## config.mk

```make
export PLATFORM = sky130hd
export DESIGN_NAME = alu_issuer_flat
export DESIGN_NICKNAME = d
export VERILOG_FILES = /design/src/rtl/alu_issuer_if.sv /design/src/rtl/alu_issuer.sv /design/src/flat_wrapper.sv
export SDC_FILE = /design/constraint.sdc
export NUM_CORES = 1
export LEC_CHECK = 0
export BUFFER_PORTS_ARGS = -buffer_cell sky130_fd_sc_hd__buf_4
export CAP_MARGIN = 0
export CORE_UTILIZATION = 52
export CTS_CLUSTER_DIAMETER = 30
export DETAILED_ROUTE_END_ITERATION = 10
export MAX_ROUTING_LAYER = met4
export PLACE_DENSITY = 0.84
export SYNTH_ARGS = -nofsm -noshare
export SYNTH_HDL_FRONTEND = slang
export SYNTH_SLANG_ARGS = --single-unit
```

## constraint.sdc

```tcl
create_clock -name clk -period 6.3 [get_ports clk]
set_input_delay 0.63 -clock clk [delete_from_list [all_inputs] [get_ports clk]]
set_output_delay 0.63 -clock clk [all_outputs]
set_load 0.005 [all_outputs]
```

## src/rtl/alu_issuer_if.sv

```systemverilog
// Command, ALU-issue and response signals of the accumulator issuer.
// The slave modport is the issuer. The master modport is its environment: command source, ALU and consumer.
interface alu_issuer_if #(
  parameter int N = 32
);
  logic         cmd_valid;
  logic         cmd_ready;
  logic [3:0]   cmd_opcode;
  logic [N-1:0] cmd_operand;
  logic [3:0]   alu_opcode;
  logic [N-1:0] alu_op_a;
  logic [N-1:0] alu_op_b;
  logic [N-1:0] alu_result;
  logic         rsp_valid;
  logic         rsp_ready;
  logic [N-1:0] rsp_data;
  logic         rsp_err;

  modport slave (
    input  cmd_valid, cmd_opcode, cmd_operand, alu_result, rsp_ready,
    output cmd_ready, alu_opcode, alu_op_a, alu_op_b, rsp_valid, rsp_data, rsp_err
  );

  modport master (
    output cmd_valid, cmd_opcode, cmd_operand, alu_result, rsp_ready,
    input  cmd_ready, alu_opcode, alu_op_a, alu_op_b, rsp_valid, rsp_data, rsp_err
  );
endinterface

```

## src/rtl/alu_issuer.sv

```systemverilog
// Accumulator-based issuer: feeds an external combinational ALU and returns the new accumulator.
// Optional macro ALU_ISSUER_DIVZERO_TRAP_EN rejects DIV/MOD by zero instead of issuing them.
module alu_issuer #(
  parameter int N = 32
) (
  input logic          clk,
  input logic          rst,
  alu_issuer_if.slave  bus
);
  typedef enum logic [1:0] {IDLE, EXEC, RESP} state_e;

  localparam logic [3:0] OP_DIV  = 4'd7;
  localparam logic [3:0] OP_MOD  = 4'd8;
  localparam logic [3:0] OP_LOAD = 4'd15;

  state_e       state_q;
  logic [N-1:0] acc_q;
  logic [3:0]   alu_opcode_q;
  logic [N-1:0] alu_op_a_q;
  logic [N-1:0] alu_op_b_q;
  logic         rsp_valid_q;
  logic [N-1:0] rsp_data_q;
  logic         rsp_err_q;

  logic div_zero;
  logic is_load;
  logic is_alu_op;

`ifdef ALU_ISSUER_DIVZERO_TRAP_EN
  assign div_zero = ((bus.cmd_opcode == OP_DIV) || (bus.cmd_opcode == OP_MOD)) &&
                    (bus.cmd_operand == '0);
`else
  assign div_zero = 1'b0;
`endif

  assign is_load   = (bus.cmd_opcode == OP_LOAD);
  assign is_alu_op = (bus.cmd_opcode <= OP_MOD) && !div_zero;

  // NOTE: state is written only with non-blocking assignments and cleared by the async reset;
  // blocking assignments here would create read-order races between the registers.
  always_ff @(posedge clk or posedge rst) begin
    if (rst) begin
      state_q      <= IDLE;
      acc_q        <= '0;
      alu_opcode_q <= '0;
      alu_op_a_q   <= '0;
      alu_op_b_q   <= '0;
      rsp_valid_q  <= 1'b0;
      rsp_data_q   <= '0;
      rsp_err_q    <= 1'b0;
    end else begin
      unique case (state_q)
        IDLE: begin
          if (bus.cmd_valid) begin
            if (is_alu_op) begin
              alu_opcode_q <= bus.cmd_opcode;
              alu_op_a_q   <= acc_q;
              alu_op_b_q   <= bus.cmd_operand;
              state_q      <= EXEC;
            end else if (is_load) begin
              acc_q       <= bus.cmd_operand;
              rsp_data_q  <= bus.cmd_operand;
              rsp_err_q   <= 1'b0;
              rsp_valid_q <= 1'b1;
              state_q     <= RESP;
            end else begin
              // Illegal opcode or trapped divide: ALU untouched, accumulator echoed back.
              rsp_data_q  <= acc_q;
              rsp_err_q   <= 1'b1;
              rsp_valid_q <= 1'b1;
              state_q     <= RESP;
            end
          end
        end
        EXEC: begin
          acc_q       <= bus.alu_result;
          rsp_data_q  <= bus.alu_result;
          rsp_err_q   <= 1'b0;
          rsp_valid_q <= 1'b1;
          state_q     <= RESP;
        end
        RESP: begin
          if (bus.rsp_ready) begin
            rsp_valid_q <= 1'b0;
            state_q     <= IDLE;
          end
        end
        default: state_q <= IDLE;
      endcase
    end
  end

  assign bus.cmd_ready  = (state_q == IDLE);
  assign bus.alu_opcode = alu_opcode_q;
  assign bus.alu_op_a   = alu_op_a_q;
  assign bus.alu_op_b   = alu_op_b_q;
  assign bus.rsp_valid  = rsp_valid_q;
  assign bus.rsp_data   = rsp_data_q;
  assign bus.rsp_err    = rsp_err_q;
endmodule

```

## src/flat_wrapper.sv

```systemverilog
// flat-port wrapper written by rule: the top's interface ports become plain ports
module alu_issuer_flat 
#(
  parameter int N = 32
)
  (clk, rst, bus_cmd_valid, bus_cmd_opcode, bus_cmd_operand, bus_alu_result, bus_rsp_ready, bus_cmd_ready, bus_alu_opcode, bus_alu_op_a, bus_alu_op_b, bus_rsp_valid, bus_rsp_data, bus_rsp_err);
  alu_issuer_if #(.N(N)) bus_i ();
  input logic clk;
  input logic rst;
  input wire logic [$bits(bus_i.cmd_valid)-1:0] bus_cmd_valid;
  input wire logic [$bits(bus_i.cmd_opcode)-1:0] bus_cmd_opcode;
  input wire logic [$bits(bus_i.cmd_operand)-1:0] bus_cmd_operand;
  input wire logic [$bits(bus_i.alu_result)-1:0] bus_alu_result;
  input wire logic [$bits(bus_i.rsp_ready)-1:0] bus_rsp_ready;
  output wire logic [$bits(bus_i.cmd_ready)-1:0] bus_cmd_ready;
  output wire logic [$bits(bus_i.alu_opcode)-1:0] bus_alu_opcode;
  output wire logic [$bits(bus_i.alu_op_a)-1:0] bus_alu_op_a;
  output wire logic [$bits(bus_i.alu_op_b)-1:0] bus_alu_op_b;
  output wire logic [$bits(bus_i.rsp_valid)-1:0] bus_rsp_valid;
  output wire logic [$bits(bus_i.rsp_data)-1:0] bus_rsp_data;
  output wire logic [$bits(bus_i.rsp_err)-1:0] bus_rsp_err;
  assign bus_i.cmd_valid = bus_cmd_valid;
  assign bus_i.cmd_opcode = bus_cmd_opcode;
  assign bus_i.cmd_operand = bus_cmd_operand;
  assign bus_i.alu_result = bus_alu_result;
  assign bus_i.rsp_ready = bus_rsp_ready;
  assign bus_cmd_ready = bus_i.cmd_ready;
  assign bus_alu_opcode = bus_i.alu_opcode;
  assign bus_alu_op_a = bus_i.alu_op_a;
  assign bus_alu_op_b = bus_i.alu_op_b;
  assign bus_rsp_valid = bus_i.rsp_valid;
  assign bus_rsp_data = bus_i.rsp_data;
  assign bus_rsp_err = bus_i.rsp_err;
  alu_issuer #(.N(N)) u_core (.clk(clk), .rst(rst), .bus(bus_i));
endmodule
```

# Word level (Yosys, flattened, before mapping)
# Cells that the tools add are included.
[totals] regBits=104 latchBits=0 ramBits=0 mem_bits_ro=0 inputBits=72 output_inout_bits=103 elab_cells=39 memories=0
[op_classes] add_sub_neg=0 multipliers=0 div=0 magnitude_cmp=1 eq_ne=7 shift=0 muxes=16 n_bitwise=0 n_reduce_logical=8
[ops] operator="$mux 32" n=3
[ops] operator="$pmux 32 s2" n=1
[ops] operator="$reduce_and 4->1" n=2
[ops] operator="$mux 1" n=6
[ops] operator="$mux 2" n=3
[ops] operator="$ne 2x2->1 const B" n=3
[ops] operator="$pmux 2 s3" n=1
[ops] operator="$reduce_and 3->1" n=2
[ops] operator="$eq 4x4->1 const B" n=1
[ops] operator="$le 4x4->1 const B" n=1
[ops] operator="$ne 4x2->1 const B" n=1
[ops] operator="$pmux 1 s3" n=1
[ops] operator="$reduce_bool 3->1" n=1
[ops] operator="$eq 2x1->1 const B" n=1
[ops] operator="$eq 2x2->1 const B" n=1
[ops] operator="$logic_not 2->1" n=1
[ops] operator="$pmux 1 s2" n=1
[ops] operator="$reduce_and 2->1" n=1
[ops] operator="$reduce_bool 2->1" n=1

# Depth between registers and ports, before layout
# Gate-level depths: netlist of run 1.
[depth] ltp_word=5 mapped_depth=7 mapped_depth_nobuf=4

# Least setup slack after synthesis of run 1
# OpenSTA, ideal clock, no wires.
[synth_path] kind="input-to-reg" startpoint="input port bus_cmd_opcode[0]" endpoint="register u_core.alu_op_b_q[10], in the netlist u_core.bus.alu_op_b[10]" setup_time_ns=0.125 arrival_time_ns=1.685 t_required_ns=6.175 setup_slack_ns=4.490 cell_stages=5 n_path_buf=2 path_cell_list="o31ai_4 nand2_2 buf_4 buf_6 mux2_4"
[synth_between] elab_chain_len=2
[synth_lines] item="start, declared" line="flat_wrapper.sv:11" text="input wire logic [$bits(bus_i.cmd_opcode)-1:0] bus_cmd_opcode;"
[synth_lines] item="$le 4x4->1" line="alu_issuer.sv:37" text="assign is_alu_op = (bus.cmd_opcode <= OP_MOD) && !div_zero;"
[synth_lines] item="$reduce_and 3->1 (no source line)"
[synth_lines] item="end signal, assigned" line="alu_issuer.sv:58" text="alu_op_b_q <= bus.cmd_operand;"
[synth_lines] item="end, declared" line="alu_issuer.sv:20" text="logic [N-1:0] alu_op_b_q;"
# No other way between the ends.
# A chain may end at the register's enable or synchronous reset.

# Final worst setup path of run 1
[layout_path] startpoint="register u_core.state_q[0]" endpoint="register u_core.rsp_data_q[26], in the netlist u_core.bus.rsp_data[26]"
[layout_between] elab_chain_len=3 elab_cells_between_ends=8 classes_between="eq/ne (4); mux (1); reduce/logical (3)"
[layout_lines] item="start, declared" line="alu_issuer.sv:16" text="state_e state_q;"
[layout_lines] item="start signal, assigned" line="alu_issuer.sv:43" text="state_q <= IDLE;"
[layout_lines] item="start signal, assigned" line="alu_issuer.sv:59" text="state_q <= EXEC;"
[layout_lines] item="start signal, assigned" line="alu_issuer.sv:65" text="state_q <= RESP;"
[layout_lines] item="$logic_not 2->1 or $eq 2x1->1 (tied branches)" line="alu_issuer.sv:52" text="unique case (state_q)"
[layout_lines] item="$ne 4x2->1 (no source line), or another cell as far along"
[layout_lines] item="$reduce_and 4->1 (no source line)"
[layout_lines] item="end signal, assigned" line="alu_issuer.sv:62" text="rsp_data_q <= bus.cmd_operand;"
[layout_lines] item="end signal, assigned" line="alu_issuer.sv:68" text="rsp_data_q <= acc_q;"
[layout_lines] item="end signal, assigned" line="alu_issuer.sv:77" text="rsp_data_q <= bus.alu_result;"
[layout_lines] item="end, declared" line="alu_issuer.sv:22" text="logic [N-1:0] rsp_data_q;"
# Parallel ways exist; a longest one is shown, timed or not.

==> impl_metrics.py, run 1 <==
metrics = {
    "run_status": {
        "status": "finished, final reports clean",
    },
    "setup_path": {
        "cp.arrival_ns": 3.11,
        "critPathLaunchType": "flip-flop",
        "worst-path-buf-inv": 1,
        "cpMaxStageDelayCell": "and2_1",
        "cpPeakStageDelay_ns": 1.01,
        "worst_path_dominant_cell_family": "simple AND/OR/NAND/NOR gates",
        "r2r_start": "u_core.state_q[0]$_DFFE_PP0P_",
        "path_cells": "nor2b_4 > buf_4 > o21bai_4 > and2_1 > a21oi_1",
        "cp.required_ns": 6.47,
        "worst-path-max-fanout": 34,
        "worst_setup_path_end_kind": "flip-flop",
        "crit_start": "u_core.state_q[0]$_DFFE_PP0P_",
        "critical_path_class": "flip-flop to flip-flop",
    },
    "sta": {
        "fin_crit_ns": 2.94,
        "final_max_slew_viol_count": 0,
        "setup-violations-final": 0,
        "finClkSkew_ns": 0.0106,
        "worst-slew-pin-transition_ns": 1.16,
        "fmax_mhz": 340,
        "hold_viol": 0,
        "post-route-period-util_pct": 46.7,
        "slew_headroom_pct": 22.5,
        "finalSetupTns_ns": 0,
        "rsz0062_at_grt": "false",
    },
    "clocking": {
        "cts_max_path_buffers": 2,
        "cts_tree": "yes",
        "cts_hold_buf": 0,
        "clk_pin_slew_worst_paths_ns": 0.11,
        "post_cts_buffers": 0,
        "ctsHtreeMaxLevel": 3,
        "cts.sinks": 104,
        "root_buffer": "clkbuf_8",
        "clk_latency_ns": 0.35,
        "cts_resized": 0,
        "cts_buffers": 9,
    },
    "floorplan": {
        "core_sq_mm": 0.00818,
        "die_area_sq_mm": 0.00875,
        "die_x_microns": 93.5,
        "start_util_pct": 53.3,
        "fp-row-count": 33,
        "fp.dieH_microns": 93.5,
        "ios": 175,
    },
    "routing": {
        "vias": 3205,
        "firstDrtPassIters": 4,
        "wl_per_cell_microns": 17.1,
        "route.detailed.drc": 0,
        "drt_iter0_markers": 106,
        "routed_wl_microns": 10100,
        "viasPerCell": 5.42,
        "drtAntennaViolNets": 0,
    },
    "place": {
        "io_buffers": 174,
        "gp_congestion": 0.847,
        "dp_hpwl_microns": 7060,
        "place_area_sq_mm": 0.00572,
    },
    "yosys": {
        "synthMuxAreaShare_pct": 26.3,
        "syn-num-nets": 386,
        "synth-compound-area-share_pct": 9.22,
        "synthAdderAreaFrac_pct": 0,
        "synth_area_per_cell_sq_um": 13.9,
        "ys_warn_count": 0,
        "syn-cell-area_sq_mm": 0.00436,
        "synth-simple-area-share_pct": 2.01,
        "netlist_instances": 314,
        "synth_top_family_by_area": "multiplexers",
        "synth_cell_type_count": 28,
        "synth-xor-area-share_pct": 0,
        "yosysSeqAreaShare_pct": 59.7,
        "synth_seq_cells": 104,
    },
    "final_layout": {
        "areaGrowthSynthToFinish_pct": 35.4,
        "antenna_cells": 0,
        "fin_nets": 553,
        "drive_above_1_share_pct": 55.1,
        "nFillCells": 588,
        "design_area_sq_mm": 0.00590,
    },
    "pwr": {
        "p_sw_w": 0.000809,
        "sw_frac_of_total_pct": 31.4,
        "power_frac_clock_pct": 14.7,
        "p_comb_share_pct": 39.7,
        "seqPwrFrac_pct": 45.6,
        "powerDensity_mw_per_mm2": 437,
        "ir_drop_uv": 226,
        "p_leak_nw": 2.72,
        "internal-power_w": 0.00177,
    },
    "global_routing": {
        "antenna_found_initial": 0,
        "grt_overflow_total": 0,
        "grt_pass1_vias": 3205,
        "grt_pass1_wl_microns": 16000,
        "grt_use_total_pct": 24.5,
        "grt_max_degree": 83,
    },
    "flow_run": {
        "max_cap_violations": 0,
    },
    "hold_path": {
        "hold_path.class": "primary input to async pin",
    },
}
worst paths after layout:
path                                                        to  slack (ns)  cells past startpoint
max                        u_core.bus.rsp_data[26]$_DFFE_PP0P_        3.36                      5
max in group asynchronous  u_core.bus.rsp_data[10]$_DFFE_PP0P_        4.78                      3
max reg2reg                u_core.bus.rsp_data[26]$_DFFE_PP0P_        3.36                      5
min                         u_core.bus.alu_op_b[4]$_DFFE_PP0P_        0.22                      2
min in group clk            u_core.bus.alu_op_b[9]$_DFFE_PP0P_        0.51                      2
min reg2reg                u_core.bus.alu_op_b[31]$_DFFE_PP0P_        0.51                      1
sequential cells by signal, indices dropped and copies added, names as in the netlist:
name	flops
u_core.bus.alu_op_a	32
u_core.bus.alu_opcode	4
u_core.bus.rsp_valid	1
u_core.bus.alu_op_b	32
u_core.bus.rsp_data	32
u_core.state_q	2
u_core.bus.rsp_err	1
placed cells by master (no fill, tap or decap), types with 2 or more instances in the layout:
| cell | instances |
|---|---|
| mux2i_1 | 32 |
| dfrtp_1 | 104 |
| or2_2 | 2 |
| a21oi_1 | 65 |
| nand2_1 | 4 |
| clkinv_4 | 2 |
| clkinvlp_4 | 2 |
| nor2_1 | 2 |
| clkbuf_8 | 9 |
| mux2_2 | 48 |
| nor3b_1 | 2 |
| buf_4 | 177 |
| mux2_4 | 19 |
| inv_6 | 2 |
cell families after synthesis:
kind of cell	count (synthesis)
AOI/OAI and AO/OA	72
DFF	104
and+or+nand+nor	16
buffers and inverters	23
muxes	99
per-layer routing:
layer / vias to the layer above / track usage [%] / wire length, microns
met5: - / - / 0
met4: 0 / 9.10 / 136
met3: 10 / 3.09 / 514
met2: 121 / 39.1 / 5190
met1: 1608 / 32.4 / 4240
li1: 1466 / - / -
layout make-up:
| type | instances | area [sq um] | share of cell area [%] |
|---|---|---|---|
| Tap cell | 105 | 131 | 2.23 |
| Timing Repair Buffer | 177 | 1330 | 22.5 |
| Clock inverter | 7 | 55.1 | 0.933 |
| Multi-Input combinational cell | 187 | 1650 | 27.9 |
| Clock buffer | 9 | 124 | 2.10 |
| Inverter | 2 | 10.0 | 0.170 |
| Sequential cell | 104 | 2600 | 44.1 |
power groups by stage:
stage	registers, W	clock network, W	logic (W)
after floorplan	0.00117	0	0.000425
after global placement	0.00117	0	0.00100
after detailed placement	0.00119	0	0.00104
after CTS	0.00118	0.000393	0.00104
after global routing	0.00121	0.000421	0.00111
final	0.00118	0.000378	0.00102
cells in the mapped netlist:
library cell	n	area (sq um)
inv_2	1	3.75
mux2i_1	32	320
nand2b_1	1	6.26
nor3b_1	2	15.0
buf_4	1	7.51
and2_1	1	6.26
o22ai_1	1	6.26
o21bai_4	1	18.8
nor2b_1	2	12.5
buf_6	2	22.5
clkbuf_1	5	18.8
nand2_2	1	6.26
nor2_1	2	7.51
or2_2	2	12.5
nand2_1	4	15.0
a21oi_1	65	325
buf_1	1	3.75
dfrtp_1	104	2600
mux2_2	48	541
nand4_1	1	6.26
buf_2	12	60.1
o31a_1	1	8.76
inv_1	1	3.75
o21ai_0	1	5.00
mux2_4	19	285
a22oi_1	1	7.51
o22a_1	1	8.76
o31ai_4	1	21.3
per-stage QoR:
step	instances	utilization, %	total power [W]	setup WS (ns)	hold WS, ns
5_1_grt	591	72.2	0.00275	3.07	0.210
6_report	591	72.2	0.00258	3.36	0.217
4_1_cts	591	72.2	0.00261	3.34	0.207
3_5_place_dp	575	70.0	0.00222	3.38	0.496
2_1_floorplan	314	-	0.00160	2.94	0.484
3_3_place_gp	575	70.0	0.00218	3.56	0.488
(Power assumes the default switching activity.)
==> run 2, diff against run 1 <==
CORE_UTILIZATION = 48   (was 52)
PLACE_DENSITY = 0.78   (was 0.84)
clock period = 2.85 ns   (was 6.3 ns; I/O delays follow)
==> impl_metrics.py, run 2 (same netlist as run 1, synthesis figures left out) <==
metrics = {
    "global_routing": {
        "grt_pass1_vias": 3402,
        "grt_pass1_wl_microns": 17000,
        "antenna_found_initial": 0,
        "grt_overflow_total": 0,
        "top_usage_layer": "met2",
        "use_met3_pct": 3.67,
        "grt_max_degree": 45,
        "use_met2_pct": 38.7,
        "grt_use_total_pct": 23.3,
        "use_met1_pct": 29.3,
    },
    "setup_path": {
        "cp.arrival_ns": 2.35,
        "critPathLaunchType": "flip-flop",
        "worst_setup_path_end_kind": "flip-flop",
        "critical_path_class": "flip-flop to flip-flop",
        "cp.required_ns": 3.09,
        "worst-path-max-fanout": 35,
    },
    "clocking": {
        "ctsHtreeMaxLevel": 3,
        "clk_pin_slew_worst_paths_ns": 0.09,
        "post_cts_buffers": 0,
        "root_buffer": "clkbuf_8",
        "cts_max_path_buffers": 2,
        "cts_hold_buf": 0,
        "clk_latency_ns": 0.35,
        "cts_tree": "yes",
        "cts_resized": 0,
        "cts.sinks": 104,
        "cts_buffers": 9,
    },
    "floorplan": {
        "die_area_sq_mm": 0.00946,
        "fp.dieH_microns": 97.3,
        "fp-row-count": 34,
        "ios": 175,
        "die_x_microns": 97.3,
        "core_sq_mm": 0.00876,
        "start_util_pct": 49.7,
    },
    "hold_path": {
        "hold_path.class": "primary input to async pin",
    },
    "pwr": {
        "powerDensity_mw_per_mm2": 972,
        "ir_drop_uv": 508,
        "p_leak_nw": 2.75,
    },
    "sta": {
        "post-route-period-util_pct": 74.1,
        "rsz0062_at_grt": "false",
        "finClkSkew_ns": 0.00946,
        "hold_viol": 0,
        "fmax_mhz": 474,
        "finalSetupTns_ns": 0,
        "final_max_slew_viol_count": 0,
        "worst-slew-pin-transition_ns": 0.807,
        "fin_crit_ns": 2.11,
        "slew_headroom_pct": 46.1,
        "setup-violations-final": 0,
        "worst_slack_ns": 0.739,
    },
    "final_layout": {
        "antenna_cells": 0,
        "nFillCells": 650,
        "areaGrowthSynthToFinish_pct": 37.2,
        "fin_nets": 558,
        "layout_commonest_cell": "buf_4",
        "drive_above_1_share_pct": 55.2,
        "multi_input_area_sq_mm": 0.00165,
        "final_cell_mix": "buf_4 (180), dfrtp_1 (104), a21oi_1 (65), mux2_2 (48), mux2i_1 (32)",
        "seq_area_sq_mm": 0.00260,
    },
    "routing": {
        "wl_per_cell_microns": 17.6,
        "drtAntennaViolNets": 0,
        "firstDrtPassIters": 5,
        "vias": 3219,
        "drt_iter0_markers": 67,
        "routed_wl_microns": 10500,
        "viasPerCell": 5.37,
        "route.detailed.drc": 0,
    },
    "flow_run": {
        "max_cap_violations": 0,
    },
    "place": {
        "io_buffers": 174,
        "dp_hpwl_microns": 7450,
        "pre_cts_ws_ns": 0.756,
        "gp_congestion": 0.859,
    },
    "run_status": {
        "status": "finished, final reports clean",
    },
}
-- run 2: cell count changes in the layout (fill, tap and decap cells not counted) --
| cell | before | now |
|---|---|---|
| buf_4 | 177 | 180 |
| buf_12 | 0 | 2 |
| clkbuf_1 | 0 | 2 |
| clkinv_4 | 2 | 0 |
| clkinvlp_4 | 2 | 4 |
| inv_6 | 2 | 0 |
| bufinv_16 | 0 | 1 |
| inv_4 | 1 | 0 |
-- run 2: path summary, 6_finish.rpt --
| check | from | endpoint | slack [ns] | cells after the start |
|---|---|---|---|---|
| min in group clk | bus_cmd_operand[17] | u_core.bus.alu_op_b[17]$_DFFE_PP0P_ | 0.16 | 2 |
| max | u_core.state_q[1]$_DFFE_PP0P_ | u_core.bus.alu_op_b[2]$_DFFE_PP0P_ | 0.74 | 4 |
| min reg2reg | u_core.bus.alu_op_b[16]$_DFFE_PP0P_ | u_core.bus.alu_op_b[16]$_DFFE_PP0P_ | 0.51 | 1 |
| max in group asynchronous | rst | u_core.bus.alu_op_b[0]$_DFFE_PP0P_ | 1.98 | 3 |
| max reg2reg | u_core.state_q[1]$_DFFE_PP0P_ | u_core.bus.alu_op_b[2]$_DFFE_PP0P_ | 0.74 | 4 |
| min | rst | u_core.bus.rsp_data[24]$_DFFE_PP0P_ | 0.08 | 2 |
-- run 2: report_power, final --
group / leakage (nW) / internal, W / switching [W]
Sequential: 1.17 / 0.00214 / 0.000457
Combinational: 1.49 / 0.00146 / 0.000854
Clock: 0.0856 / 0.000406 / 0.000488
Total: 2.75 / 0.00401 / 0.00180
-- run 2: metal layers --
metal  part of all wire [%]  routed length (microns)
met5                      0                        0
met4                    1.4                      148
met3                    4.4                      468
met2                     51                     5340
met1                     43                     4580
-- run 2: metrics by stage --
stage | total power [W] | instances | area (sq um) | utilization (%) | hold slack (ns)
after detailed placement | 0.00496 | 583 | 5790 | 66.0 | 0.476
final | 0.00581 | 599 | 5980 | 68.2 | 0.0766
after floorplan | 0.00353 | 314 | 4360 | - | 0.433
after CTS | 0.00586 | 599 | 5980 | 68.2 | 0.0817
after global placement | 0.00486 | 583 | 5790 | 66.0 | 0.465
after global routing | 0.00613 | 599 | 5980 | 68.2 | 0.110
-- run 2: cell type report --
cell class | count | area share [%]
flip-flops and latches | 104 | 43.5
repair buffers | 182 | 23.3
multi-input cells | 187 | 27.6
well taps | 108 | 2.26
clock inverters | 5 | 0.963
clock buffers | 11 | 2.20
inverters | 2 | 0.188
-- run 2: critical path: stages (launching register included) --
cell and delay, ns:
dfrtp_1 0.48, nor3b_1 0.42, nand2_4 0.42, buf_12 0.33
mux2_4 0.32
==> run 3, diff against run 2 <==
clock period = 2 ns   (was 2.85 ns; I/O delays follow)
==> impl_metrics.py, run 3 (same netlist as run 1, synthesis figures left out) <==
metrics = {
    "pwr": {
        "total_power_w": 0.00837,
        "ir_drop_uv": 767,
        "p_leak_nw": 2.79,
        "powerDensity_mw_per_mm2": 1390,
    },
    "floorplan": {
        "core_sq_mm": 0.00876,
        "ios": 175,
        "die_x_microns": 97.3,
        "fp-row-count": 34,
        "start_util_pct": 49.7,
        "fp.dieH_microns": 97.3,
        "die_area_sq_mm": 0.00946,
    },
    "clocking": {
        "post_cts_buffers": 0,
        "cts.sinks": 104,
        "cts_buffers": 9,
        "cts_hold_buf": 0,
        "root_buffer": "clkbuf_8",
        "clk_pin_slew_worst_paths_ns": 0.10,
        "ctsHtreeMaxLevel": 3,
        "clk_latency_ns": 0.37,
        "cts_tree": "yes",
        "cts_resized": 0,
        "cts_max_path_buffers": 2,
    },
    "sta": {
        "final_max_slew_viol_count": 0,
        "post-route-period-util_pct": 91.4,
        "slew_headroom_pct": 60.1,
        "hold_viol": 23,
        "finalSetupTns_ns": 0,
        "fmax_mhz": 547,
        "hold_slack_ns": -0.0569,
        "worst_slack_ns": 0.171,
        "worst-slew-pin-transition_ns": 0.598,
        "setup-violations-final": 0,
        "fin_crit_ns": 1.83,
        "rsz0062_at_grt": "false",
        "finClkSkew_ns": 0.0120,
    },
    "setup_path": {
        "cp.arrival_ns": 2.09,
        "critPathLaunchType": "flip-flop",
        "cp.required_ns": 2.26,
        "critical_path_class": "flip-flop to flip-flop",
        "worst-path-max-fanout": 38,
        "worst_setup_path_end_kind": "flip-flop",
    },
    "final_layout": {
        "final_cell_mix": "buf_4 (185), dfrtp_1 (104), a21oi_1 (65), mux2_2 (48), mux2i_1 (32)",
        "layout_commonest_cell": "buf_4",
        "drive_above_1_share_pct": 56.0,
        "antenna_cells": 0,
        "fin_nets": 563,
        "nFillCells": 664,
        "fin_cells": 604,
        "areaGrowthSynthToFinish_pct": 38.4,
    },
    "run_status": {
        "violations": "negative hold slack",
        "status": "finished, violations left",
    },
    "routing": {
        "routed_wl_microns": 10600,
        "route.detailed.drc": 0,
        "drt_iter0_markers": 128,
        "firstDrtPassIters": 4,
        "drtAntennaViolNets": 0,
        "vias": 3147,
        "viasPerCell": 5.21,
        "wl_per_cell_microns": 17.5,
    },
    "place": {
        "dp_hpwl_microns": 7540,
        "io_buffers": 174,
        "place_inst": 588,
        "gp_congestion": 0.845,
        "pre_cts_ws_ns": 0.221,
    },
    "hold_path": {
        "hold_path.class": "primary input to async pin",
    },
    "global_routing": {
        "grt_pass1_wl_microns": 17100,
        "grt_pass1_vias": 3224,
        "grt_use_total_pct": 23.7,
        "grt_overflow_total": 0,
        "grt_max_degree": 105,
        "antenna_found_initial": 0,
    },
    "flow_run": {
        "max_cap_violations": 0,
    },
}
[run 3: metrics by stage]
step | utilization (%) | cell area [sq um]
2_1_floorplan | - | 4360
3_3_place_gp | 66.5 | 5830
3_5_place_dp | 66.5 | 5830
4_1_cts | 68.8 | 6030
5_1_grt | 68.8 | 6030
6_report | 68.8 | 6030
[run 3: path summary, 6_finish.rpt]
check | start | end | slack (ns) | depth (start not counted)
setup / recovery | u_core.state_q[0]$_DFFE_PP0P_ | u_core.bus.alu_op_b[2]$_DFFE_PP0P_ | 0.17 | 4
hold / removal | rst | u_core.bus.alu_op_b[24]$_DFFE_PP0P_ | -0.06 | 3
setup reg to reg | u_core.state_q[0]$_DFFE_PP0P_ | u_core.bus.alu_op_b[2]$_DFFE_PP0P_ | 0.17 | 4
hold reg to reg | u_core.bus.alu_opcode[3]$_DFFE_PP0P_ | u_core.bus.alu_opcode[3]$_DFFE_PP0P_ | 0.51 | 1
max in group asynchronous | rst | u_core.bus.alu_op_a[10]$_DFFE_PP0P_ | 1.59 | 3
min in group clk | bus_cmd_operand[3] | u_core.bus.alu_op_b[3]$_DFFE_PP0P_ | 0.07 | 2
[run 3: critical path: stages (launching register included)]
cell,delay (ns)
dfrtp_1,0.45
nor3b_1,0.44
nand2_4,0.10
buf_4,0.32
mux2_4,0.37
[run 3: layer usage]
layer	wire length [microns]	global-route usage, %	vias up
li1	-	-	1473
met1	4580	31.0	1559
met2	5390	38.4	106
met3	465	4.17	9
met4	126	6.90	0
met5	0	-	-
[run 3: final cells by class]
cell class | instances | area (sq um) | area share [%]
Clock inverter | 6 | 67.6 | 1.12
Clock buffer | 10 | 138 | 2.28
Timing Repair Buffer | 187 | 1430 | 23.7
Multi-Input combinational cell | 187 | 1650 | 27.3
Sequential cell | 104 | 2600 | 43.2
Inverter | 2 | 11.3 | 0.187
Tap cell | 108 | 135 | 2.24
[run 3: power by group]
| group | switching [W] | internal, W | leakage, nW |
|---|---|---|---|
| sequential | 0.000638 | 0.00305 | 1.17 |
| clock | 0.000723 | 0.000617 | 0.0989 |
| combinational | 0.00123 | 0.00211 | 1.52 |
| total | 0.00259 | 0.00578 | 2.79 |
